==> src/rtl/mem_port_arbiter_pkg.sv <==
// mem_port_arbiter_pkg: shared state/owner types for the memory port arbiter
package mem_port_arbiter_pkg;
    typedef enum logic [1:0] {ARB_IDLE, ARB_BUSY, ARB_DONE} e_arb_state;
    typedef enum logic {OWN_FETCH, OWN_DATA} e_arb_owner;
    localparam int WAIT_W = 3;
endpackage

==> src/rtl/mem_port_arbiter_if.sv <==
// mem_port_arbiter_if: requester and RAM signals seen by the memory port arbiter
interface mem_port_arbiter_if #(parameter int AW = 8, parameter int DW = 8);
    logic          f_req;
    logic [AW-1:0] f_addr;
    logic          f_ack;
    logic [DW-1:0] f_rdata;
    logic          d_req;
    logic          d_we;
    logic [AW-1:0] d_addr;
    logic [DW-1:0] d_wdata;
    logic          d_ack;
    logic [DW-1:0] d_rdata;
    logic          mem_en;
    logic          mem_we;
    logic [AW-1:0] mem_addr;
    logic [DW-1:0] mem_wdata;
    logic [DW-1:0] mem_rdata;
    logic          busy;
    modport slave (
        input  f_req, f_addr, d_req, d_we, d_addr, d_wdata, mem_rdata,
        output f_ack, f_rdata, d_ack, d_rdata, mem_en, mem_we, mem_addr, mem_wdata, busy
    );
    modport master (
        output f_req, f_addr, d_req, d_we, d_addr, d_wdata, mem_rdata,
        input  f_ack, f_rdata, d_ack, d_rdata, mem_en, mem_we, mem_addr, mem_wdata, busy
    );
endinterface

==> src/rtl/mem_port_arbiter_arb_select.sv <==
// arb_select: data-first grant with a streak limit that lets a waiting fetch through
module arb_select
    import mem_port_arbiter_pkg::*;
#(
    parameter int MAX_STREAK = 3,
    parameter int SW         = $clog2(MAX_STREAK + 1)
) (
    input  logic          f_req,
    input  logic          d_req,
    input  logic          f_mask,
    input  logic          d_mask,
    input  logic [SW-1:0] streak,
    output logic          grant_valid,
    output e_arb_owner    grant_owner
);
    logic f_live;
    logic d_live;
    always_comb begin
        f_live      = f_req && !f_mask;
        d_live      = d_req && !d_mask;
        grant_valid = f_live || d_live;
        grant_owner = (d_live && !(f_live && streak == SW'(MAX_STREAK))) ? OWN_DATA : OWN_FETCH;
    end
endmodule

==> src/rtl/mem_port_arbiter.sv <==
// mem_port_arbiter: shares one sync RAM port between fetch and data with IDLE/BUSY/DONE sequencing
module mem_port_arbiter
    import mem_port_arbiter_pkg::*;
#(
    parameter int AW         = 8,
    parameter int DW         = 8,
    parameter int MEM_WAIT   = 1,
    parameter int MAX_STREAK = 3
) (
    input  logic               clk,
    input  logic               rst_n,
    mem_port_arbiter_if.slave  bus
);
    localparam int SW = $clog2(MAX_STREAK + 1);

    e_arb_state        state_q, state_d;
    e_arb_owner        owner_q, owner_d;
    logic [WAIT_W-1:0] wait_q, wait_d;
    logic [SW-1:0]     streak_q, streak_d;
    logic [AW-1:0]     addr_q, addr_d;
    logic              we_q, we_d;
    logic [DW-1:0]     wdata_q, wdata_d;
    logic [DW-1:0]     f_rdata_q, f_rdata_d;
    logic [DW-1:0]     d_rdata_q, d_rdata_d;
    logic              f_ack_q, f_ack_d;
    logic              d_ack_q, d_ack_d;
    logic              mem_en_q, mem_en_d;
    logic              mem_we_q, mem_we_d;
    logic              busy_q, busy_d;
    logic              grant_valid;
    e_arb_owner        grant_owner;
    logic              pick_data;

    // The just-acked owner is still lowering its req during DONE, so hide it.
    arb_select #(.MAX_STREAK(MAX_STREAK), .SW(SW)) u_sel (
        .f_req       (bus.f_req),
        .d_req       (bus.d_req),
        .f_mask      (f_ack_q),
        .d_mask      (d_ack_q),
        .streak      (streak_q),
        .grant_valid (grant_valid),
        .grant_owner (grant_owner)
    );

    assign pick_data = grant_owner == OWN_DATA;

    always_comb begin
        state_d   = state_q;
        owner_d   = owner_q;
        wait_d    = wait_q;
        streak_d  = streak_q;
        addr_d    = addr_q;
        we_d      = we_q;
        wdata_d   = wdata_q;
        f_rdata_d = f_ack_q ? bus.mem_rdata : f_rdata_q;
        d_rdata_d = (d_ack_q && !we_q) ? bus.mem_rdata : d_rdata_q;
        if (state_q == ARB_BUSY) begin
            if (wait_q != '0) wait_d = wait_q - WAIT_W'(1);
            else state_d = ARB_DONE;
        end else if (grant_valid) begin
            state_d  = ARB_BUSY;
            owner_d  = grant_owner;
            wait_d   = WAIT_W'(MEM_WAIT);
            addr_d   = pick_data ? bus.d_addr : bus.f_addr;
            we_d     = pick_data && bus.d_we;
            wdata_d  = pick_data ? bus.d_wdata : '0;
            streak_d = !(pick_data && bus.f_req && !f_ack_q) ? '0 :
                       streak_q == SW'(MAX_STREAK) ? streak_q : streak_q + SW'(1);
        end else begin
            state_d = ARB_IDLE;
        end
        mem_en_d = state_d == ARB_BUSY;
        mem_we_d = mem_en_d && we_d;
        busy_d   = state_d != ARB_IDLE;
        f_ack_d  = state_d == ARB_DONE && owner_d == OWN_FETCH;
        d_ack_d  = state_d == ARB_DONE && owner_d == OWN_DATA;
    end

    always_ff @(posedge clk or negedge rst_n) begin
        if (!rst_n) begin
            state_q   <= ARB_IDLE;
            owner_q   <= OWN_FETCH;
            wait_q    <= '0;
            streak_q  <= '0;
            addr_q    <= '0;
            we_q      <= 1'b0;
            wdata_q   <= '0;
            f_rdata_q <= '0;
            d_rdata_q <= '0;
            f_ack_q   <= 1'b0;
            d_ack_q   <= 1'b0;
            mem_en_q  <= 1'b0;
            mem_we_q  <= 1'b0;
            busy_q    <= 1'b0;
        end else begin
            state_q   <= state_d;
            owner_q   <= owner_d;
            wait_q    <= wait_d;
            streak_q  <= streak_d;
            addr_q    <= addr_d;
            we_q      <= we_d;
            wdata_q   <= wdata_d;
            f_rdata_q <= f_rdata_d;
            d_rdata_q <= d_rdata_d;
            f_ack_q   <= f_ack_d;
            d_ack_q   <= d_ack_d;
            mem_en_q  <= mem_en_d;
            mem_we_q  <= mem_we_d;
            busy_q    <= busy_d;
        end
    end

    assign bus.f_ack     = f_ack_q;
    assign bus.d_ack     = d_ack_q;
    assign bus.f_rdata   = f_ack_q ? bus.mem_rdata : f_rdata_q;
    assign bus.d_rdata   = (d_ack_q && !we_q) ? bus.mem_rdata : d_rdata_q;
    assign bus.mem_en    = mem_en_q;
    assign bus.mem_we    = mem_we_q;
    assign bus.mem_addr  = addr_q;
    assign bus.mem_wdata = wdata_q;
    assign bus.busy      = busy_q;
endmodule

==> src/flat_wrapper.sv <==
// flat-port wrapper written by rule: the top's interface ports become plain ports
module mem_port_arbiter_flat import mem_port_arbiter_pkg::*;
#(
    parameter int AW         = 8,
    parameter int DW         = 8,
    parameter int MEM_WAIT   = 1,
    parameter int MAX_STREAK = 3
)
  (clk, rst_n, bus_f_req, bus_f_addr, bus_d_req, bus_d_we, bus_d_addr, bus_d_wdata, bus_mem_rdata, bus_f_ack, bus_f_rdata, bus_d_ack, bus_d_rdata, bus_mem_en, bus_mem_we, bus_mem_addr, bus_mem_wdata, bus_busy);
  mem_port_arbiter_if #(.AW(AW), .DW(DW)) bus_i ();
  input  logic clk;
  input  logic rst_n;
  input wire logic [$bits(bus_i.f_req)-1:0] bus_f_req;
  input wire logic [$bits(bus_i.f_addr)-1:0] bus_f_addr;
  input wire logic [$bits(bus_i.d_req)-1:0] bus_d_req;
  input wire logic [$bits(bus_i.d_we)-1:0] bus_d_we;
  input wire logic [$bits(bus_i.d_addr)-1:0] bus_d_addr;
  input wire logic [$bits(bus_i.d_wdata)-1:0] bus_d_wdata;
  input wire logic [$bits(bus_i.mem_rdata)-1:0] bus_mem_rdata;
  output wire logic [$bits(bus_i.f_ack)-1:0] bus_f_ack;
  output wire logic [$bits(bus_i.f_rdata)-1:0] bus_f_rdata;
  output wire logic [$bits(bus_i.d_ack)-1:0] bus_d_ack;
  output wire logic [$bits(bus_i.d_rdata)-1:0] bus_d_rdata;
  output wire logic [$bits(bus_i.mem_en)-1:0] bus_mem_en;
  output wire logic [$bits(bus_i.mem_we)-1:0] bus_mem_we;
  output wire logic [$bits(bus_i.mem_addr)-1:0] bus_mem_addr;
  output wire logic [$bits(bus_i.mem_wdata)-1:0] bus_mem_wdata;
  output wire logic [$bits(bus_i.busy)-1:0] bus_busy;
  assign bus_i.f_req = bus_f_req;
  assign bus_i.f_addr = bus_f_addr;
  assign bus_i.d_req = bus_d_req;
  assign bus_i.d_we = bus_d_we;
  assign bus_i.d_addr = bus_d_addr;
  assign bus_i.d_wdata = bus_d_wdata;
  assign bus_i.mem_rdata = bus_mem_rdata;
  assign bus_f_ack = bus_i.f_ack;
  assign bus_f_rdata = bus_i.f_rdata;
  assign bus_d_ack = bus_i.d_ack;
  assign bus_d_rdata = bus_i.d_rdata;
  assign bus_mem_en = bus_i.mem_en;
  assign bus_mem_we = bus_i.mem_we;
  assign bus_mem_addr = bus_i.mem_addr;
  assign bus_mem_wdata = bus_i.mem_wdata;
  assign bus_busy = bus_i.busy;
  mem_port_arbiter #(.AW(AW), .DW(DW), .MEM_WAIT(MEM_WAIT), .MAX_STREAK(MAX_STREAK)) u_core (.clk(clk), .rst_n(rst_n), .bus(bus_i));
endmodule
==> config.mk <==
export PLATFORM = sky130hd
export DESIGN_NAME = mem_port_arbiter_flat
export DESIGN_NICKNAME = d
export VERILOG_FILES = /design/src/rtl/mem_port_arbiter_pkg.sv /design/src/rtl/mem_port_arbiter_if.sv /design/src/rtl/mem_port_arbiter_arb_select.sv /design/src/rtl/mem_port_arbiter.sv /design/src/flat_wrapper.sv
export SDC_FILE = /design/constraint.sdc
export NUM_CORES = 1
export LEC_CHECK = 0
export ABC_AREA = 0
export ABC_CLOCK_PERIOD_IN_PS = 1400
export CORE_MARGIN = 1.5
export CORE_UTILIZATION = 39
export DETAILED_ROUTE_END_ITERATION = 10
export GPL_TIMING_DRIVEN = 0
export HOLD_SLACK_MARGIN = 0.05
export PLACE_DENSITY = 0.76
export SLEW_MARGIN = 20
export SYNTH_ARGS = -nofsm -noshare
export SYNTH_HDL_FRONTEND = slang
export SYNTH_SLANG_ARGS = --single-unit
==> constraint.sdc <==
create_clock -name clk -period 1.4 [get_ports clk]
set_clock_uncertainty 0.15 [all_clocks]
set_input_delay 0.28 -clock clk [delete_from_list [all_inputs] [get_ports clk]]
set_output_delay 0.28 -clock clk [all_outputs]
set_load 0.02 [all_outputs]
== After elaboration in Yosys (flattened, before gate mapping) ==
Cells that the tools add are included.
Storage, ports and cells
  register bits: 46
  bits in latches: 0
  RAM bits: 0
  memory bits (read-only): 0
  input port bits: 37
  output and inout port bits: 37
  logic and storage cells: 63
  memories kept: 0
Operators by class
  add/subtract/negate cells: 2
  $mul: 0
  divide/modulo/power cells: 0
  $lt $le $gt $ge: 0
  equal/unequal tests: 6
  shifts and indexed selects: 0
  muxes and demuxes: 17
  bitwise logic cells: 2
  reductions and logical operators: 22
Operators with widths (count)
  $mux 8: 4
  $logic_and 1x1->1: 11
  $mux 3: 3
  $mux 2: 4
  $mux 1: 6
  $eq 2x1->1 const B: 2
  $eq 2x2->1 const B: 2
  $logic_not 1->1: 4
  $ne 2x2->1 const B: 2
  $reduce_and 2->1: 2
  $reduce_bool 2->1: 2
  $reduce_and 3->1: 1
  $reduce_bool 3->1: 1
  $sub 3x1->3 const B: 1
  $add 2x1->2 const B: 1
  $not 1->1: 2
  $logic_or 1x1->1: 1

== Logic depth before layout (Yosys ltp) ==
Gate-level depths: netlist (run 1).
  depth after elaboration: 10
  gate-level depth with buffers: 7
  mapped depth without buffers: 6

== By module ==
From an unflattened synthesis (run 1), not the netlist that was laid out.
Unflattened totals
  cell total of the unflattened synthesis: 158
  area, all modules: 1974.4 µm²
Modules (own cells, without submodules)
  mem_port_arbiter: times used 1, cells an instance 153, area an instance 1931.9 µm², sequential area each 1151.1 µm²
  arb_select: times used 1, cells an instance 5, area an instance 42.5 µm², sequential area each 0.0 µm²

== Least setup slack after synthesis (run 1) ==
Ideal clock, no wire load.
  kind: flip-flop to output port
  start point: register u_core.d_ack_q (netlist: u_core.bus.d_ack)
  end point: output bus_d_rdata[0]
  arrival: 1256 ps
  required time: 970 ps
  slack: -286 ps
  cell stages (with the launch flop): 4
  buffers on the path: 1
  cells stage by stage: dfrtp_1 nand2b_1 clkbuf_1 mux2_2
Between the ends
  word-level cells in the longest chain between the ends: 2
Ends and longest elaborated chain
  start, declared: line mem_port_arbiter.sv:26  | logic d_ack_q, d_ack_d;
  start signal, assigned: line mem_port_arbiter.sv:106  | d_ack_q <= d_ack_d;
  $logic_and 1x1->1: line mem_port_arbiter.sv:116  | assign bus.d_rdata = (d_ack_q && !we_q) ? bus.mem_rdata : d_rdata_q;
  $mux 8: line mem_port_arbiter.sv:116
  end, declared: line flat_wrapper.sv:23  | output wire logic [$bits(bus_i.d_rdata)-1:0] bus_d_rdata;
Every way passes these cells.

== Worst setup path after layout (run 1) ==
  start point: register u_core.we_q
  end point: output bus_d_rdata[4]
Between the ends
  word-level cells in the longest chain between the ends: 3
Ends and longest elaborated chain
  start, declared: line mem_port_arbiter.sv:21  | logic we_q, we_d;
  start signal, assigned: line mem_port_arbiter.sv:101  | we_q <= we_d;
  $logic_not 1->1: line mem_port_arbiter.sv:116
  $logic_and 1x1->1: line mem_port_arbiter.sv:116
  $mux 8: line mem_port_arbiter.sv:116
Every way passes these cells.

==> results of run 1 <==
## sequential cells by signal, indices dropped and copies added, names as in the netlist
signal	cells
u_core.bus.busy	1
u_core.bus.d_ack	1
u_core.bus.f_ack	1
u_core.bus.mem_addr	8
u_core.bus.mem_en	1
u_core.bus.mem_wdata	8
u_core.bus.mem_we	1
u_core.d_rdata_q	8
u_core.f_rdata_q	8
u_core.owner_q	1
u_core.state_q	2
u_core.streak_q	2
u_core.wait_q	3
u_core.we_q	1
## layer usage
layer	part of all wire [%]	vias to the layer above	GRT usage, %
li1	-	692	-
met5	0	-	0
met4	1.3	0	3.35
met3	5.5	5	4.58
met2	49	52	32.0
met1	44	709	23.6
## cell type report
cell class              count  area share, %
plain buffers               4           1.56
clock buffers               5           2.19
clock inverters             3          0.678
inverters                   2          0.239
multi-input cells          85           28.1
flip-flops and latches     46           36.8
well taps                  54           2.15
repair buffers             98           28.3
## critical path, stage by stage (launching register included)
cell and delay (ps):
dfrtp_1 390, nand2b_4 220, mux2_4 340, buf_6 130
## power groups by stage
stage               registers, mW  logic [mW]  clock network, mW
global route                 2.30        4.75              0.899
finish                       2.24        4.47              0.827
global placement             2.21        3.74                  0
detailed placement           2.22        3.81                  0
floorplan                    2.50        1.99                  0
CTS                          2.22        4.17              0.834
## cells in the final DEF, fill, tap and decap left out, types with 2 or more instances in the layout
cell type         n
mux2_2            8
clkbuf_8          5
ha_1              2
a21oi_2           4
buf_2            20
nand2b_1          2
clkdlybuf4s50_1  35
nor2_1            2
nand2_1           6
nand2_2           8
a22o_1            8
nand2b_4          2
inv_1             2
and2_1            2
o21ai_2           2
dfrtp_2           2
a2bb2oi_2         5
clkbuf_2          3
a2bb2oi_1         3
buf_4            15
nor2b_4           2
nor2_4            3
dfrtp_1          44
buf_6            25
a21oi_4           5
mux2_4            9
## per-stage QoR
step                      hold slack [ps]  cells  utilization, %  cell area, um^2  worst slack (ps)
after floorplan                      -166    138               -             1930              -121
after global placement                305    265            58.4             2720             -1470
after detailed placement              189    266            58.9             2750              -583
after CTS                             333    292            66.0             3080              -410
after global routing                  362    297            67.3             3140              -450
final                                 353    297            67.3             3140              -413
## cells by family (layout without fill, tap and decap cells)
logic type	count (synthesis)	in the layout	share of synthesized area, %
fa+ha+maj	3	3	2.01
mux	17	17	10.2
buf+inv	8	112	3.21
flops	46	46	61.5
compound gates	33	33	14.6
simple gates	30	31	7.89
xor+xnor	1	1	0.468
## path summary, 6_finish.rpt
| path | from | endpoint | slack, ps | depth (start not counted) |
|---|---|---|---|---|
| max | u_core.we_q | bus_d_rdata[4] | -410 | 3 |
| min | u_core.bus.mem_wdata[0] | u_core.bus.mem_wdata[0] | 350 | 1 |
| max reg2reg | u_core.bus.f_ack | u_core.bus.mem_we | -330 | 6 |
| min reg2reg | u_core.bus.mem_wdata[0] | u_core.bus.mem_wdata[0] | 350 | 1 |
| max in group asynchronous | rst_n | u_core.bus.d_ack | 200 | 3 |
| min in group asynchronous | rst_n | u_core.bus.mem_wdata[6] | 360 | 2 |
## timing repair
action / CTS / global route
setup buffers: 15 / 4
cloned: 3 / 2
pin swaps: 4 / 17
hold buffers: 1 / 0
setup endpoints to repair: 62 / 62
hold endpoints to repair: 25 / 0
resized for setup: 179 / 49
==> flow_summary_export.csv, run 1 <==
group,metric,value,unit
run_status,status,"finished with violations",
run_status,failed_checks,"negative setup slack",
run,maxCapViolCount,0,
place,port_buffers,73,
timing,rsz0062_at_grt,"true",
floorplan,rows,25,
cts,cts_inserted_buffers,5,
power_and_ir_drop,max-vdd-ir-drop,1.03,mV
place,place.detailed.hpwl,3020,um
logic_synthesis,syn_inst,138,
timing,post-route-min-period,1810,ps
detailed_routing,first_pass_iters,3,
timing,max_freq,0.552,GHz
logic_synthesis,synth_edf_count,0,
power_and_ir_drop,powerDensity,2400,nW/um^2
finish,ff_latch_area,1150,um^2
timing,fin_crit_sh,129,%
grt,grt_usage,18.4,%
finish,multi_input_area,881,um^2
cts,clk_pin_slew,90,ps
detailed_routing,drc,0,
detailed_routing,via_count,1458,
timing,setup_slack,-413,ps
worst_setup_path,crit_path_end_kind,"output port",
finish,nets,282,
min_path,worstHoldPathType,"flip-flop to flip-flop",
floorplan,die_area,5220,um^2
power_and_ir_drop,power.internal,4.55,mW
logic_synthesis,synthArstFlopShare,100,%
grt,grt_overflow,0,
floorplan,die_h,72.3,um
logic_synthesis,yosysUniqueCellTypes,30,
logic_synthesis,post-synth-top-count-cell,"dfrtp_1",
power_and_ir_drop,pwr-share-clk,11.0,%
detailed_routing,routed_wirelength,4840,um
logic_synthesis,synth_area_leader_cell,"dfrtp_1",
cts,cts_tree,"built",
power_and_ir_drop,seqPwrFrac,29.7,%
floorplan,core_area,4660,um^2
floorplan,die_width,72.3,um
cts,clock-root-buffer,"clkbuf_8",
power_and_ir_drop,p_sw,2.97,mW
finish,area_growth,67.7,%
timing,hold_viol_final,0,
power_and_ir_drop,swShare,39.5,%
timing,slew_headroom,58.2,%
logic_synthesis,synth-seq-area-share,61.5,%
logic_synthesis,yosys-top-cells-count,"dfrtp_1 (46), mux2_2 (17), nand2_1 (13)",
logic_synthesis,synth_area,1870,um^2
finish,drive_gt1_share,53.9,%
power_and_ir_drop,total_power,7.53,mW
logic_synthesis,syn_nets,178,
detailed_routing,ant_nets,0,
worst_setup_path,critPathKind,"flip-flop to output port",
worst_setup_path,arrival,1380,ps
floorplan,initial_core_util,40.1,%
worst_setup_path,path_max_fanout,8,
grt,grt_pass1_wl,7350,um
power_and_ir_drop,combPwrFrac,59.3,%
cts,htree_levels,2,
place,gp_congestion,0.772,
logic_synthesis,ys_warn_count,0,
cts,clock_latency,310,ps
power_and_ir_drop,power_leakage,1.45,nW
cts,clkSinkCount,46,
logic_synthesis,syn_avg_cell_area,13.6,um^2
detailed_routing,wl_per_cell,16.3,um
worst_setup_path,required,970,ps
logic_synthesis,ys_ff_latch,46,
logic_synthesis,ys.flop_type,"dfrtp_1",
timing,finalSetupTns,-13480,ps
grt,grt_pass1_vias,1494,
floorplan,pin_count,74,
logic_synthesis,synthTopCellsByArea,"dfrtp_1 (62%), mux2_2 (10%), a22o_1 (3.7%), a2bb2oi_1 (3.7%), nand2_1 (2.6%)",
detailed_routing,dr.first_iter.drc_count,56,
timing,drv_slew,0,
logic_synthesis,synth_top_cell_area_share,61.5,%
timing,tightest_slew,627,ps
timing,setup_viol,44,
finish,fillers,356,
finish,antenna_cells,0,
detailed_routing,routed_via_density,4.91,
worst_setup_path,crit_path_start_kind,"flip-flop",
grt,grt_max_degree,27,
grt,antenna_found_initial,0,
cts,clk_path_buf_depth,2,
Power figures use the tool's default switching activity.
==> run 2, diff against run 1 <==
CORE_UTILIZATION = 40   (was 39)
CTS_BUF_LIST = sky130_fd_sc_hd__clkbuf_4 sky130_fd_sc_hd__clkbuf_8   (was unset)
PLACE_DENSITY = 0.78   (was 0.76)
==> run 2 against run 1 <==
Compared with the run above: the flow still finishes with violations (negative setup slack); global-route usage is essentially flat; core utilization up 4.9 points; flip-flop and latch count stayed put; via count grew 0.14%; non-clock buffer count is 2 lower; final cell count shrank 1.3%; cell area grew 1.6%; die area shrank 2.4%; critical path depth unchanged; routed wire length is 3.0% higher; critical path type unchanged.
==> flow_summary_export.csv, run 2 (synthesis results as in run 1) <==
group,metric,value,unit
min_path,worstHoldPathType,"flip-flop to flip-flop",
cts,clk_pin_slew,80,ps
timing,tightest_slew,566,ps
power_and_ir_drop,pwr-share-clk,10.6,%
run_status,failed_checks,"negative setup slack",
worst_setup_path,critPathKind,"flip-flop to output port",
power_and_ir_drop,max-vdd-ir-drop,1.09,mV
detailed_routing,via_count,1460,
finish,antenna_cells,0,
timing,rsz0062_at_grt,"true",
power_and_ir_drop,p_sw,2.99,mW
power_and_ir_drop,total_power,7.85,mW
timing,hold_viol_final,0,
finish,final_cell_mix,"dfrtp_1 (44), clkdlybuf4s50_1 (35), buf_6 (28), mux2_4 (17), buf_2 (15)",
timing,drv_slew,0,
worst_setup_path,crit_path_end_kind,"output port",
finish,multi_input_area,892,um^2
place,port_buffers,73,
cts,clk_path_buf_depth,2,
detailed_routing,dr.first_iter.drc_count,82,
power_and_ir_drop,power.internal,4.85,mW
grt,grt_pass1_wl,7060,um
cts,cts_inserted_buffers,5,
worst_setup_path,crit_path_start_kind,"flip-flop",
floorplan,die_h,71.4,um
run,maxCapViolCount,0,
finish,nets,280,
min_path,worstHoldPathCells,1,
detailed_routing,routed_wirelength,4980,um
worst_setup_path,r2r_cells,7,
timing,setup_slack,-413,ps
grt,grt_max_degree,25,
power_and_ir_drop,swShare,38.1,%
worst_setup_path,path_max_fanout,8,
worst_setup_path,r2r-start,"u_core.bus.f_ack",
grt,grt_overflow,0,
detailed_routing,drc,0,
floorplan,pin_count,74,
cts,htree_levels,2,
finish,fin_util,72.2,%
detailed_routing,routed_via_density,4.98,
worst_setup_path,arrival,1380,ps
timing,whs,324,ps
floorplan,initial_core_util,42.4,%
min_path,hold_end,"u_core.bus.f_ack",
detailed_routing,first_pass_iters,4,
floorplan,rows,24,
run_status,status,"finished with violations",
cts,clock-root-buffer,"clkbuf_8",
timing,fin_crit_sh,130,%
finish,ff_latch_area,1150,um^2
detailed_routing,ant_nets,0,
floorplan,core_area,4410,um^2
grt,grt_pass1_vias,1425,
place,place.detailed.hpwl,3020,um
grt,antenna_found_initial,0,
finish,layout_commonest_cell,"dfrtp_1",
place,placed_cells,264,
finish,final_cells,293,
cts,clkSinkCount,46,
power_and_ir_drop,seqPwrFrac,28.7,%
worst_setup_path,required,970,ps
worst_setup_path,reg2reg_to,"u_core.wait_q[0]",
timing,post-route-min-period,1810,ps
timing,setup_viol,44,
timing,slew_headroom,62.2,%
timing,finalSetupTns,-14530,ps
grt,grt_usage,18.4,%
floorplan,die_width,71.4,um
min_path,hp-start,"u_core.owner_q",
finish,drive_gt1_share,51.9,%
place,gp_congestion,0.749,
power_and_ir_drop,combPwrFrac,60.7,%
power_and_ir_drop,power_leakage,1.48,nW
finish,area_growth,70.4,%
cts,clock_latency,290,ps
power_and_ir_drop,powerDensity,2460,nW/um^2
cts,cts_tree,"built",
worst_setup_path,rrSetupSlack,-390,ps
detailed_routing,wl_per_cell,17.0,um
finish,fillers,291,
floorplan,die_area,5100,um^2
timing,max_freq,0.552,GHz
run 2: cell count changes in the layout (fill, tap and decap cells not counted), moves of 3 or more:
cell	change
mux2_4	+8
buf_6	+3
buf_2	-5
buf_4	-4
clkdlybuf4s15_2	+3
mux2_2	-8
nand2_1	+4
nand2_2	-4
run 2: timing repair:
item / CTS / global route
hold buffers: 1 / 0
hold endpoints to repair: 22 / 0
resized for setup: 175 / 56
pin swaps: 4 / 10
setup buffers: 9 / 7
gates cloned: 4 / 1
endpoints found under the setup margin: 62 / 59
run 2: routing by layer:
layer,GRT usage [%],up-vias,share of wire (%)
met5,0,-,0
met4,4.40,0,0.58
met3,5.63,4,4.7
li1,-,692,-
met2,30.3,49,50
met1,23.8,715,44
run 2: worst max-delay path by stage:
stage	start	end	slack (ps)
finish	u_core.we_q	bus_d_rdata[4]	-410
global route	u_core.we_q	bus_d_rdata[0]	-460
CTS	u_core.we_q	bus_d_rdata[4]	-420
detailed placement	bus_mem_rdata[4]	bus_f_rdata[4]	-590
global placement	rst_n	u_core.bus.f_ack	-1510
floorplan	u_core.bus.f_ack	u_core.bus.mem_we	-120
run 2: power by group through the flow:
stage | clock, mW | combinational [mW] | sequential [mW]
after floorplan | 0 | 1.99 | 2.50
after global placement | 0 | 3.75 | 2.20
after detailed placement | 0 | 3.83 | 2.22
after CTS | 0.852 | 4.18 | 2.22
after global routing | 0.914 | 5.02 | 2.31
final | 0.833 | 4.76 | 2.25
run 2: critical path, cell delays in order, from the launching register on:
cell	delay [ps]
dfrtp_1	390
nand2b_4	220
mux2_4	340
buf_6	130
run 2: final cells by class:
| cell class | count | area share [%] |
|---|---|---|
| sequential | 46 | 36.2 |
| buffer | 5 | 1.88 |
| clock inverter | 1 | 0.157 |
| multi-input combinational | 85 | 28.0 |
| tap | 52 | 2.04 |
| timing repair buffer | 95 | 28.7 |
| inverter | 2 | 0.235 |
| clock buffer | 7 | 2.83 |
run 2: stage by stage:
stage / cell area, um^2 / worst slack (ps)
2_1_floorplan: 1930 / -121
3_3_place_gp: 2720 / -1510
3_5_place_dp: 2740 / -587
4_1_cts: 3030 / -417
5_1_grt: 3190 / -456
6_report: 3190 / -413
